### src/rtl/func_sweep.sv
// Exhaustive truth-table sweep of an N-input combinational function: drives every
// input vector, waits SETTLE cycles, samples f_in against EXP and tallies mismatches.
module func_sweep #(
    parameter int                  N      = 3,
    parameter logic [(1<<N)-1:0]   EXP    = 8'b1001_0110,
    parameter int                  SETTLE = 1,
    parameter bit                  GRAY   = 1'b0
) (
    input  logic         i_clk,
    input  logic         i_rst_n,
    input  logic         i_start,
    input  logic         i_abort,
    input  logic         i_f_in,
    output logic [N-1:0] o_stim,
    output logic         o_busy,
    output logic         o_done,
    output logic         o_pass,
    output logic [N:0]   o_err_count,
    output logic [N-1:0] o_first_err_vec
);

    // state      | meaning
    // S_IDLE     | waiting for start, results held
    // S_SETTLE   | vector applied, counting down settle cycles
    // S_SAMPLE   | compare f_in with EXP[stim], advance to next vector
    // S_DONE     | one-cycle done pulse, pass valid
    typedef enum logic [1:0] {S_IDLE, S_SETTLE, S_SAMPLE, S_DONE} state_t;

    localparam int          NV       = 1 << N;
    localparam logic [3:0]  CNT_LOAD = 4'(SETTLE - 1);

    state_t         r_state;
    state_t         w_state_nxt;
    logic [N-1:0]   r_idx;
    logic [N-1:0]   r_stim;
    logic [N-1:0]   r_first;
    logic [N:0]     r_err;
    logic [3:0]     r_cnt;
    logic           r_pass;
    logic [N-1:0]   w_idx_inc;
    logic           w_last;
    logic           w_mismatch;

    function automatic logic [N-1:0] vec(input logic [N-1:0] i);
        return GRAY ? (i ^ (i >> 1)) : i;
    endfunction

    assign w_idx_inc  = r_idx + N'(1);
    assign w_last     = &r_idx;
    assign w_mismatch = (i_f_in != EXP[r_stim]);

    always_ff @(posedge i_clk or negedge i_rst_n) begin
        if (!i_rst_n) begin
            r_state <= S_IDLE;
        end else begin
            r_state <= w_state_nxt;
        end
    end

    always_comb begin
        w_state_nxt = r_state;
        case (r_state)
            S_IDLE: begin
                if (i_start) w_state_nxt = S_SETTLE;
            end
            S_SETTLE: begin
                if (i_abort)           w_state_nxt = S_IDLE;
                else if (r_cnt == '0)  w_state_nxt = S_SAMPLE;
            end
            S_SAMPLE: begin
                if (i_abort)      w_state_nxt = S_IDLE;
                else if (w_last)  w_state_nxt = S_DONE;
                else              w_state_nxt = S_SETTLE;
            end
            S_DONE: begin
                w_state_nxt = S_IDLE;
            end
            default: w_state_nxt = S_IDLE;
        endcase
    end

    always_comb begin
        o_busy = 1'b0;
        o_done = 1'b0;
        case (r_state)
            S_SETTLE, S_SAMPLE: o_busy = 1'b1;
            S_DONE:             o_done = 1'b1;
            default: ;
        endcase
    end

    // Abort takes priority over the sample in progress, so an aborted SAMPLE is not counted.
    always_ff @(posedge i_clk or negedge i_rst_n) begin
        if (!i_rst_n) begin
            r_idx   <= '0;
            r_stim  <= '0;
            r_first <= '0;
            r_err   <= '0;
            r_cnt   <= '0;
            r_pass  <= 1'b0;
        end else begin
            case (r_state)
                S_IDLE: begin
                    if (i_start) begin
                        r_idx   <= '0;
                        r_stim  <= vec('0);
                        r_cnt   <= CNT_LOAD;
                        r_err   <= '0;
                        r_first <= '0;
                        r_pass  <= 1'b0;
                    end
                end
                S_SETTLE: begin
                    if (i_abort) begin
                        r_stim <= '0;
                    end else if (r_cnt != '0) begin
                        r_cnt <= r_cnt - 4'd1;
                    end
                end
                S_SAMPLE: begin
                    if (i_abort) begin
                        r_stim <= '0;
                    end else begin
                        if (w_mismatch) begin
                            if (r_err != (N+1)'(NV)) r_err <= r_err + (N+1)'(1);
                            if (r_err == '0)         r_first <= r_stim;
                        end
                        if (w_last) begin
                            r_pass <= (r_err == '0) && !w_mismatch;
                        end else begin
                            r_idx  <= w_idx_inc;
                            r_stim <= vec(w_idx_inc);
                            r_cnt  <= CNT_LOAD;
                        end
                    end
                end
                S_DONE: begin
                    r_stim <= '0;
                end
                default: ;
            endcase
        end
    end

    assign o_stim          = r_stim;
    assign o_pass          = r_pass;
    assign o_err_count     = r_err;
    assign o_first_err_vec = r_first;

endmodule
### config.mk
export PLATFORM = sky130hd
export DESIGN_NAME = func_sweep
export DESIGN_NICKNAME = d
export VERILOG_FILES = /design/src/rtl/func_sweep.sv
export SDC_FILE = /design/constraint.sdc
export NUM_CORES = 1
export LEC_CHECK = 0
export ABC_AREA = 1
export BUFFER_PORTS_ARGS = -buffer_cell sky130_fd_sc_hd__buf_4
export CAP_MARGIN = 20
export CORE_UTILIZATION = 35
export DETAILED_ROUTE_END_ITERATION = 16
export GPL_TIMING_DRIVEN = 0
export SLEW_MARGIN = 5
export SYNTH_ARGS = -nofsm -noshare
export SYNTH_HDL_FRONTEND = slang
export SYNTH_SLANG_ARGS = --single-unit
### constraint.sdc
create_clock -name i_clk -period 2.9 [get_ports i_clk]
set_clock_uncertainty 0.2 [all_clocks]
set_input_delay 0.145 -clock i_clk [delete_from_list [all_inputs] [get_ports i_clk]]
set_output_delay 0.145 -clock i_clk [all_outputs]
set_load 0.005 [all_outputs]
== Word level (Yosys, flattened, before mapping) ==
Memories as Yosys holds them, arrays and structs flattened.
Index checks and enable logic that the tools add are counted.
Widths: inputs -> output; s select.

* $add $sub $neg: 3
* $mul: 0
* Div/mod/pow operators: 0
* Magnitude comparators: 1
* Equal/unequal tests: 17
* Shift-type cells: 0
* Muxes and demuxes: 34
* Bitwise logic cells: 0
* Reductions and logical operators: 17

{| class="wikitable"
|+ Operator list
! operator !! number
|-
| $mux 4 || 8
|-
| $mux 3 || 8
|-
| $ne 2x2->1 const B || 10
|-
| $pmux 3 s2 || 2
|-
| $pmux 3 s4 || 1
|-
| $pmux 4 s3 || 1
|-
| $mux 2 || 5
|-
| $reduce_and 5->1 || 2
|-
| $logic_not 4->1 || 2
|-
| $pmux 2 s4 || 1
|-
| $pmux 4 s2 || 1
|-
| $reduce_and 4->1 || 2
|-
| $mux 1 || 6
|-
| $ne 3x3->1 const B || 2
|-
| $reduce_and 3->1 || 2
|-
| $reduce_and 6->1 || 1
|-
| $add 4x1->4 const B || 1
|-
| $eq 2x2->1 const B || 2
|-
| $lt 3x4->1 const B || 1
|-
| $ne 4x4->1 const B || 1
|-
| $reduce_bool 4->1 || 1
|-
| $sub 4x1->4 const B || 1
|-
| $add 3x1->3 const B || 1
|-
| $reduce_bool 3->1 || 1
|-
| 9 further kinds || 9
|}

* Register bits after elaboration: 20
* Latch bits: 0
* Bits in writable memories: 0
* Memory bits (read-only): 8
* Logic and storage cells: 80
* Memories: 1

{| class="wikitable"
|+ Memory list
! name !! words !! width !! read ports !! clocked after memory_dff !! wr ports !! line !! RTL
|-
| (no name shown) || 8 || 1 || 1 || 0 || 0 || 50 || <nowiki>assign w_mismatch = (i_f_in != EXP[r_stim]);</nowiki>
|}

== Logic depth before layout (Yosys ltp) ==
Gate-level depths: netlist (run 1).

* Depth in word-level cells: 8
* Mapped depth: 10
* Mapped depth without buffers: 10

== Worst setup path before layout (run 1) ==
OpenSTA, ideal clock, no wires.

* Path type: register to register
* Start: register r_idx[0]
* End: register r_cnt[0]
* Data arrival time: 1.401 ns
* Data required time: 2.578 ns
* Path slack: 1.178 ns
* Cell stages (with the launch flop): 11
* Buffers on the path: 0
* Period minus slack after synthesis: 1.722 ns
* Cells stage by stage: dfrtp_1 ha_1 ha_1 nand2_1 nand2_1 nor2_2 nand2_1 nand2_2 inv_2 nand2_1 o21ai_1

* Cells in the longest elaborated chain, start to end: 3

{| class="wikitable"
|+ Ends and longest elaborated chain
! what !! line !! RTL
|-
| start: declaration || 34 || <nowiki>logic [N-1:0] r_idx;</nowiki>
|-
| start signal: assignment || 131 || <nowiki>r_idx <= w_idx_inc;</nowiki>
|-
| $reduce_and 3->1 || 49 || <nowiki>assign w_last = &r_idx;</nowiki>
|-
| $ne 2x2->1 (no line) || - ||
|-
| $reduce_and 6->1 (no line) || - ||
|-
| end signal: assignment || 117 || <nowiki>r_cnt <= r_cnt - 4'd1;</nowiki>
|-
| end: declaration || 38 || <nowiki>logic [3:0] r_cnt;</nowiki>
|}

Every way passes these cells.
A chain may end at the register's enable or synchronous reset.

== Worst setup path in the final report (run 1) ==
* Start: register r_idx[0]
* End: register r_cnt[1]

Same word-level chain as after synthesis.

==> metrics.md, run 1 <==
| Metric | Value |
|---|---|
| Status | `finished clean` |
| Detailed Routing Iterations Pass 1 | `4` |
| Post-CTS Setup Inserts | `0` |
| Vias | `1088` |
| DP Area | `approximately 1500 µm²` |
| CTS Buffer Depth | `2` |
| Crit path launch type | `flip-flop` |
| Worst-path fanout max | `4` |
| Worst vdd ir | `480 µV` |
| Synthesized instance count | `169` |
| Synth Register Bits | `20` |
| Total of warnings raised by yosys | `0` |
| Post-route ant nets | `0` |
| Crit path required time | `2900 ps` |
| Max-slew violation count | `0` |
| HPWL after detailed placement | `1.90 mm` |
| Final #Nets | `207` |
| Relative slew slack | `81.5%` |
| CP dominant cell by count | `nand2_1` |
| Final Hold Vio Count | `0` |
| CTS Sinks | `20` |
| IO Port Bufs | `17` |
| Synthesized net count | `183` |
| Die area | `~3900 µm²` |
| Diodes inserted | `0` |
| Critical path endpoint | `r_cnt[1]` |
| Cell area after synthesis | `1270 µm²` |
| Total GRT Usage | `14.4%` |
| Synth cell types | `23` |
| Total negative slack | `0 ps` |
| Critical Path Start | `r_idx[0]` |
| Vias in the first global route | `1015` |
| Slew @ Worst Pin | `276 ps` |
| Worst-Skew Late Latency | `310 ps` |
| Clock Pin Slew Worst Setup and Hold Paths | `~130 ps` |
| Shortest period the worst path allows | `1880 ps` |
| Crit path kind | `reg -> reg` |
| Seq/Total Area, Yosys | `between 30 and 40%` |
| Cell area power density | `slightly above 800 nW/µm²` |
| Peak Freq | `532 MHz` |
| Core Util, Final | `45.0%` |
| Worst hold-check path type | `in -> async` |
| Slowest stage delay, CP | `about 430 ps` |
| Final setup violation count | `0` |
| R2r setup slk | `between 1000 and 1500 ps` |
| Largest net degree at the start of global routing | `21` |
| First-pass GRT wire length | `roughly 4.5 mm` |
| Crit path depth | `10` |
| Non-Filler Instances | `238` |
| Post_cts resized | `0` |
| Routed WL | `2.45 mm` |
| Root buffer cell | `clkbuf_4` |
| Initial Utilization | `37.4%` |
| Area growth syn-to-layout | `20.3%` |
| I/O pin count | `18` |
| Via density | `4.57` |
| Fin crit share | `between 60% and 70%` |
| Initial antenna violation count | `0` |
| Cell Chain, Critical Path | `ha_1 -> ha_1 -> nand2_1 -> nand2_1 -> nor2_2 -> nand2_1 -> nand2_2 -> inv_2 -> nand2_1 -> o21ai_1` |
| Buf/Inv on CP | `1` |
| Data arrival, critical path | `1880 ps` |
| RSZ-0062 raised after global routing | `false` |
| Leak | `between 0.8 and 0.9 nW` |
| Max cap viols | `0` |
| Gr ovfl total | `0` |
| CP Capture Type | `flip-flop` |
| Post-route cell area | `between 1500 and 2000 µm²` |
| Hold buffer count at cts | `2` |
| Placed cell count | `232` |
| Layout cell share with drive strength beyond 1 | `roughly 18%` |
| R2R Path Start | `r_idx[0]` |
| TritonCTS Buffers | `3` |
| Kind of cell adding the most delay to the critical path | `simple AND/OR/NAND/NOR gates` |
| Chip width | `62.2 µm` |
| GP Congestion | `roughly 0.77` |
| DR DRC count | `0` |
| # rows | `21` |
| Critical Path Slowest Stage Cell | `dfrtp_1` |
| CTS tree | `built` |
| Htree depth | `1` |
| Avg Cell Area, Syn | `approximately 7.5 µm²` |
| Die H | `62.2 µm` |
| Iter 0 DRT Violations | `52` |
| WL/cell | `10.3 µm` |
| R2R Path End | `r_cnt[1]` |
| Total core area | `3390 µm²` |
| Worst Reg-to-Reg Cells | `10` |
logic make-up (layout without fill, tap and decap cells):
| kind of cell | count (synthesis) | in the layout | synth area share [%] |
|---|---|---|---|
| simple gates | 100 | 100 | 36.2 |
| buf+inv | 27 | 50 | 9.18 |
| flops | 20 | 20 | 39.5 |
| compound gates | 11 | 11 | 4.84 |
| fa+ha+maj | 9 | 9 | 8.88 |
| xor+xnor | 2 | 2 | 1.38 |
sequential cells by signal, summed over array words and instances (netlist names):
name,count
r_idx,3
o_err_count,4
r_cnt,4
r_state,2
o_first_err_vec,3
o_stim,3
o_pass,1
how the worst min path moves through the flow:
stage / startpoint / endpoint / slack (ps) / depth (start not counted)
2_1_floorplan: i_rst_n / o_err_count[0] / -350 / 0
3_3_place_gp: i_rst_n / o_first_err_vec[2] / -150 / 1
3_5_place_dp: i_rst_n / o_stim[2] / -160 / 1
4_1_cts: i_rst_n / o_stim[2] / 30 / 2
5_1_grt: i_rst_n / o_stim[2] / 50 / 2
6_report: i_rst_n / o_stim[2] / 30 / 2
cells in the final DEF (no fill, tap or decap):
cell type / instances
a21oi_1: 2
a21oi_2: 1
buf_4: 17
buf_6: 2
bufinv_16: 1
clkbuf_4: 3
dfrtp_1: 20
dlygate4sd3_1: 2
ha_1: 9
inv_1: 24
inv_2: 1
nand2_1: 59
nand2_2: 2
nand2_4: 1
nand3_1: 10
nand3_4: 1
nand3b_1: 2
nand4_1: 8
nor2_1: 12
nor2_2: 3
nor2_4: 1
o21ai_0: 3
o21ai_1: 4
o31ai_1: 1
or2_2: 1
xnor2_1: 1
xor2_1: 1
routing by layer:
metal / track usage [%] / part of all wire (%)
met1: 19.2 / 51
met2: 23.2 / 44
met3: 4.23 / 3.7
met4: 2.62 / 0.69
met5: 0 / 0
cell type report:
| cell class | instances | area (µm²) |
|---|---|---|
| fillers | 321 | 1860 |
| multi-input cells | 122 | 651 |
| flip-flops and latches | 20 | 500 |
| repair buffers | 19 | 148 |
| inverters | 25 | 93.8 |
| well taps | 46 | 57.6 |
| clock inverters | 1 | 30.0 |
| clock buffers | 3 | 22.5 |
| plain buffers | 2 | 22.5 |
per-stage QoR:
stage                     setup slack, ps  total power [mW]  hold slack (ps)
final                                1020              1.23             29.1
after floorplan                      1180             0.848             -351
after global placement               1060             0.991             -155
after global routing                  885              1.35             51.8
after detailed placement             1040              1.01             -159
after CTS                             999              1.25             26.6
synthesized netlist by cell type:
master | n | area share (%)
a21oi_1 | 2 | 0.79
a21oi_2 | 1 | 0.69
buf_6 | 2 | 1.8
dfrtp_1 | 20 | 39
ha_1 | 9 | 8.9
inv_1 | 24 | 7.1
inv_2 | 1 | 0.30
nand2_1 | 59 | 17
nand2_2 | 2 | 0.99
nand2_4 | 1 | 0.89
nand3_1 | 10 | 3.9
nand3_4 | 1 | 1.4
nand3b_1 | 2 | 1.2
nand4_1 | 8 | 3.9
nor2_1 | 12 | 3.6
nor2_2 | 3 | 1.5
nor2_4 | 1 | 0.89
o21ai_0 | 3 | 1.2
o21ai_1 | 4 | 1.6
o31ai_1 | 1 | 0.59
or2_2 | 1 | 0.49
xnor2_1 | 1 | 0.69
xor2_1 | 1 | 0.69
power breakdown:
part,internal [mW],switching [mW],leakage (nW)
Sequential,0.334,0.0507,0.273
Clock,0.140,0.0921,0.0279
Combinational,0.241,0.373,0.555
Power figures use the tool's default switching activity.
==> run 2, diff against run 1 <==
Clock period 2.9 ns to 1.9 ns, I/O delays scaled along.
==> run 2 against run 1 <==
  * The run now ends with negative hold slack left
  * Clock power rose by 53%
  * Combinational power rose by 58%
  * Worst hold slack got worse by 46 ps
  * Final cell count rose by 0.42%
  * Die area did not move
  * Critical path type unchanged
==> metrics.md, run 2 (synthesis gave the netlist of run 1 again) <==
| Metric | Value |
|---|---|
| Status | `finished with violations` |
| Failing checks | `negative hold slack` |
| Crit path launch type | `flip-flop` |
| Slack of the critical path | `120 ps` |
| Worst Reg-to-Reg Cells | `9` |
| Area growth syn-to-layout | `22.3%` |
| Iter 0 DRT Violations | `44` |
| Htree depth | `1` |
| Critical Path Slowest Stage Cell | `dfrtp_1` |
| Slew @ Worst Pin | `279 ps` |
| Data arrival, critical path | `1790 ps` |
| Worst-path fanout max | `10` |
| Diodes inserted | `0` |
| Max cap viols | `0` |
| CTS Buffer Depth | `2` |
| Crit path required time | `roughly 1900 ps` |
| Vias | `1100` |
| Layout cell share with drive strength beyond 1 | `21.2%` |
| Post-route ant nets | `0` |
| Worst hold-check path type | `in -> async` |
| Register area | `between 500 and 600 µm²` |
| Power, Total | `1.91 mW` |
| Initial Utilization | `roughly 37%` |
| HPWL after detailed placement | `1.90 mm` |
| I/O pin count | `18` |
| Cell Chain, Critical Path | `inv_1 -> ha_2 -> buf_6 -> nor2_2 -> nor2_4 -> buf_6 -> nand2_4 -> nand2_1 -> o31ai_1` |
| R2r setup slk | `approximately 120 ps` |
| TritonCTS Buffers | `3` |
| CP Capture Type | `flip-flop` |
| Non-Filler Instances | `239` |
| Worst-Skew Late Latency | `310 ps` |
| Clock Pin Slew Worst Setup and Hold Paths | `120 ps` |
| Shortest period the worst path allows | `1780 ps` |
| Count of filler cells inserted in the layout | `322` |
| Largest net degree at the start of global routing | `21` |
| Die H | `62.2 µm` |
| CTS Sinks | `20` |
| R2R Path Start | `r_state[0]` |
| Worst vdd ir | `734 µV` |
| Core Util, Final | `45.7%` |
| Via density | `4.60` |
| Final #Nets | `approximately 210` |
| Slowest stage delay, CP | `430 ps` |
| Kind of cell adding the most delay to the critical path | `buffers and inverters` |
| Multi-input logic area | `around 670 µm²` |
| Commonest non-fill, non-tap cells in the layout | `nand2_1 (58), inv_1 (24), dfrtp_1 (20), buf_4 (18), nor2_1 (12)` |
| Relative slew slack | `between 80% and 90%` |
| First-pass GRT wire length | `4.47 mm` |
| Chip width | `approximately 62 µm` |
| Final Hold Vio Count | `20` |
| Routed WL | `2.49 mm` |
| Die area | `3870 µm²` |
| DR DRC count | `0` |
| Crit path kind | `reg -> reg` |
| Gr ovfl total | `0` |
| WHS | `-16.9 ps` |
| Cell area power density | `approximately 1200 nW/µm²` |
| Initial antenna violation count | `0` |
| Total GRT Usage | `14.4%` |
| IO Port Bufs | `17` |
| Final setup violation count | `0` |
| Total negative slack | `0 ps` |
| Max-slew violation count | `0` |
| Place WS | `37.0 ps` |
| CTS tree | `built` |
| Buf/Inv on CP | `3` |
| WL/cell | `10.4 µm` |
| CP dominant cell by count | `buf_6` |
| Placed cell count | `232` |
| Total core area | `3390 µm²` |
| Vias in the first global route | `1018` |
| Commonest non-fill, non-tap cell in the layout | `nand2_1` |
| GP Congestion | `0.771` |
| R2R Path End | `r_idx[0]` |
| Leak | `0.856 nW` |
| Fin crit share | `93.7%` |
| Peak Freq | `around 560 MHz` |
| # rows | `21` |
| Detailed Routing Iterations Pass 1 | `4` |
| Root buffer cell | `clkbuf_4` |
| RSZ-0062 raised after global routing | `false` |
[run 2: cell types whose count changed in the layout (fill, tap and decap cells not counted), sizes merged]
cell	change
buf	+1
[run 2: worst reg2reg max path, cell delays in order (launching register included)]
cell	delay, ps
dfrtp_1	430
inv_1	100
ha_2	220
buf_6	160
nor2_2	60
nor2_4	160
buf_6	170
nand2_4	60
nand2_1	60
o31ai_1	60
[run 2: report_power, final]
part           switching (mW)  leakage (nW)  internal, mW
clock                   0.141        0.0279         0.213
combinational           0.582         0.555         0.390
sequential             0.0770         0.273         0.510
total                   0.800         0.856          1.11
[run 2: per-layer routing]
layer,routed length [µm],up-vias,GRT usage (%)
li1,-,579,-
met1,1260,503,19.3
met2,1120,16,23.2
met3,90,2,4.23
met4,17,0,2.62
met5,0,-,0
[run 2: through the flow]
step                      area [µm²]  hold WS [ps]
after floorplan                 1270          -401
after global placement          1450          -205
after detailed placement        1450          -209
after CTS                       1540          22.6
after global routing            1550          4.53
final                           1550         -16.9
[run 2: layout make-up]
class                   count  area share (%)
plain buffers               2            1.45
clock buffers               3            1.45
clock inverters             1            1.94
inverters                  25            6.05
multi-input cells         122            43.1
flip-flops and latches     20            32.3
well taps                  46            3.71
repair buffers             20            10.0
[run 2: timing repair]
item | CTS | global route
hold endpoints to repair | 29 | 0
setup buffers | 0 | 1
pin swaps | 0 | 3
hold buffers | 3 | 0
resized for setup | 1 | 5
setup endpoints to repair | 1 | 33
[run 2: worst max-delay path by stage]
stage | depth (start not counted) | end | slack [ps] | from
global placement | 10 | r_cnt[0] | 60 | r_idx[0]
global route | 10 | r_cnt[1] | 8 | r_idx[0]
CTS | 10 | r_cnt[1] | 40 | r_idx[0]
detailed placement | 10 | r_cnt[1] | 40 | r_idx[0]
floorplan | 10 | r_cnt[0] | 180 | r_idx[0]
finish | 9 | r_idx[0] | 120 | r_state[0]
==> run 3, diff against run 2 <==
Settings changed: SETUP_SLACK_MARGIN set to 0.3.
==> run 3 against run 2 <==
  * The flow now finishes without violations
  * Critical path depth is 1 higher
  * Die area did not move
  * Sequential power hardly changed
  * Non-clock buffer count up 13
  * Critical path type unchanged
==> metrics.md, run 3 (synthesis gave the netlist of run 1 again) <==
| Metric | Value |
|---|---|
| Placed cell count | `232` |
| R2R Path Start | `r_state[0]` |
| Final setup violation count | `0` |
| Clk pwr share | `12.2%` |
| Internal power | `1.17 mW` |
| Worst Hold Path EP | `o_pass` |
| Cell area power density | `1200 nW/µm²` |
| Gr ovfl total | `0` |
| Data arrival, critical path | `1740 ps` |
| R2R Path End | `o_pass` |
| Die area | `3870 µm²` |
| Worst Hold Launch | `i_f_in` |
| Max cap viols | `0` |
| Sw Ratio | `between 40% and 50%` |
| Seq pwr share | `between 20% and 30%` |
| Worst hold-check path type | `in -> reg` |
| Commonest non-fill, non-tap cell in the layout | `nand2_1` |
| Commonest non-fill, non-tap cells in the layout | `nand2_1 (52), buf_4 (28), inv_1 (20), dfrtp_1 (20)` |
| First-pass GRT wire length | `about 5.2 mm` |
| Vias in the first global route | `1221` |
| Status | `finished clean` |
| Worst-Skew Late Latency | `~300 ps` |
| Total core area | `roughly 3400 µm²` |
| Chip width | `62.2 µm` |
| Vias | `around 1200` |
| Routed WL | `~2.9 mm` |
| Initial antenna violation count | `0` |
| Iter 0 DRT Violations | `25` |
| Worst vdd ir | `approximately 460 µV` |
| CTS Sinks | `20` |
| Max-slew violation count | `0` |
| DR DRC count | `0` |
| Hold path cells | `8` |
| WL/cell | `11.5 µm` |
| Largest net degree at the start of global routing | `21` |
| Logic pwr share | `between 50% and 60%` |
| HPWL after detailed placement | `~2.0 mm` |
| Area growth syn-to-layout | `37.1%` |
| Die H | `62.2 µm` |
| I/O pin count | `18` |
| CTS Buffer Depth | `2` |
| Post-route ant nets | `0` |
| Total negative slack | `0 ps` |
| Final #Nets | `around 220` |
| Psw | `about 0.92 mW` |
| Shortest period the worst path allows | `1730 ps` |
| Detailed Routing Iterations Pass 1 | `4` |
| Core Util, Final | `51.3%` |
| Diodes inserted | `0` |
| WHS | `202 ps` |
| Leak | `0.935 nW` |
| Total GRT Usage | `between 15 and 20%` |
| Crit path required time | `1910 ps` |
| Relative slew slack | `82.0%` |
| TritonCTS Buffers | `3` |
| RSZ-0062 raised after global routing | `true` |
| Crit path launch type | `flip-flop` |
| Htree depth | `1` |
| Crit path kind | `reg -> reg` |
| Initial Utilization | `between 30% and 40%` |
| Peak Freq | `around 580 MHz` |
| GP Congestion | `0.756` |
| Root buffer cell | `clkbuf_4` |
| Slew @ Worst Pin | `270 ps` |
| CP Capture Type | `flip-flop` |
| Fin crit share | `90.9%` |
| Via density | `4.75` |
| Power, Total | `2.09 mW` |
| R2r setup slk | `170 ps` |
| Clock Pin Slew Worst Setup and Hold Paths | `120 ps` |
| Non-Filler Instances | `around 250` |
| # rows | `21` |
| Worst Reg-to-Reg Cells | `10` |
| Layout cell share with drive strength beyond 1 | `32.5%` |
| Final Hold Vio Count | `0` |
| IO Port Bufs | `17` |
| CTS tree | `built` |
| Worst-path fanout max | `6` |
-- run 3: cell count changes in the layout (fill, tap and decap cells not counted), moves of 2 or more --
cell           previous run  this run
buf_4                    18        28
dlygate4sd3_1             2         4
ha_2                      4         2
ha_4                      0         3
inv_1                    24        20
inv_2                     1         4
nand2_1                  58        52
nand2_2                   3         6
nand2_4                   1         4
nor2_1                   12         9
nor2_4                    1         5
-- run 3: stage by stage --
step | setup slack (ps) | instance area (µm²)
6_report | 172 | 1740
3_5_place_dp | 150 | 1480
2_1_floorplan | 294 | 1290
3_3_place_gp | 197 | 1480
4_1_cts | 205 | 1690
5_1_grt | 89.9 | 1740
-- run 3: worst max-delay path by stage --
| stage | to | depth (start not counted) | start | slack [ps] |
|---|---|---|---|---|
| floorplan | r_cnt[0] | 10 | r_idx[0] | 290 |
| global placement | o_pass | 10 | r_state[0] | 200 |
| detailed placement | o_pass | 10 | r_state[0] | 150 |
| CTS | o_first_err_vec[1] | 8 | r_state[1] | 210 |
| global route | o_pass | 10 | r_state[0] | 90 |
| finish | o_pass | 10 | r_state[0] | 170 |
-- run 3: worst max-delay path, stage by stage (launching register included) --
cell and delay, ps:
dfrtp_1 450, inv_2 120, ha_4 170, buf_6 140
clkinvlp_4 160, nor2_4 140, inv_2 50, nand2_2 60
nor2_1 40, nand2_1 50, nand2_1 50
-- run 3: per-layer routing --
layer | up-vias | track usage, % | share of wire (%) | wire length, µm
met4 | 0 | 6.10 | 1.4 | 40
met3 | 5 | 2.39 | 3.0 | 87
met1 | 561 | 20.4 | 46 | 1350
met5 | - | 0 | 0 | 0
met2 | 23 | 30.5 | 49 | 1430
li1 | 607 | - | - | -
-- run 3: area by class of cell --
type                    instances  area (µm²)
multi-input cells             122         762
plain buffers                   2        22.5
fillers                       310        1650
inverters                      25        97.6
clock buffers                   4        36.3
flip-flops and latches         20         500
well taps                      46        57.6
repair buffers                 33         262
-- run 3: what timing repair did --
action	in CTS	in global routing
endpoints found under the setup margin	19	20
gates resized for setup	15	13
pin swaps	9	9
setup buffers	10	1
endpoints found under the hold margin	27	0
cloned	1	0
hold buffers	4	0
-- run 3: power groups by stage --
stage | logic [mW] | registers [mW] | clock network [mW]
3_5_place_dp | 0.960 | 0.593 | 0
6_report | 1.25 | 0.585 | 0.255
5_1_grt | 1.41 | 0.597 | 0.284
2_1_floorplan | 0.724 | 0.580 | 0
3_3_place_gp | 0.929 | 0.589 | 0
4_1_cts | 1.17 | 0.579 | 0.268
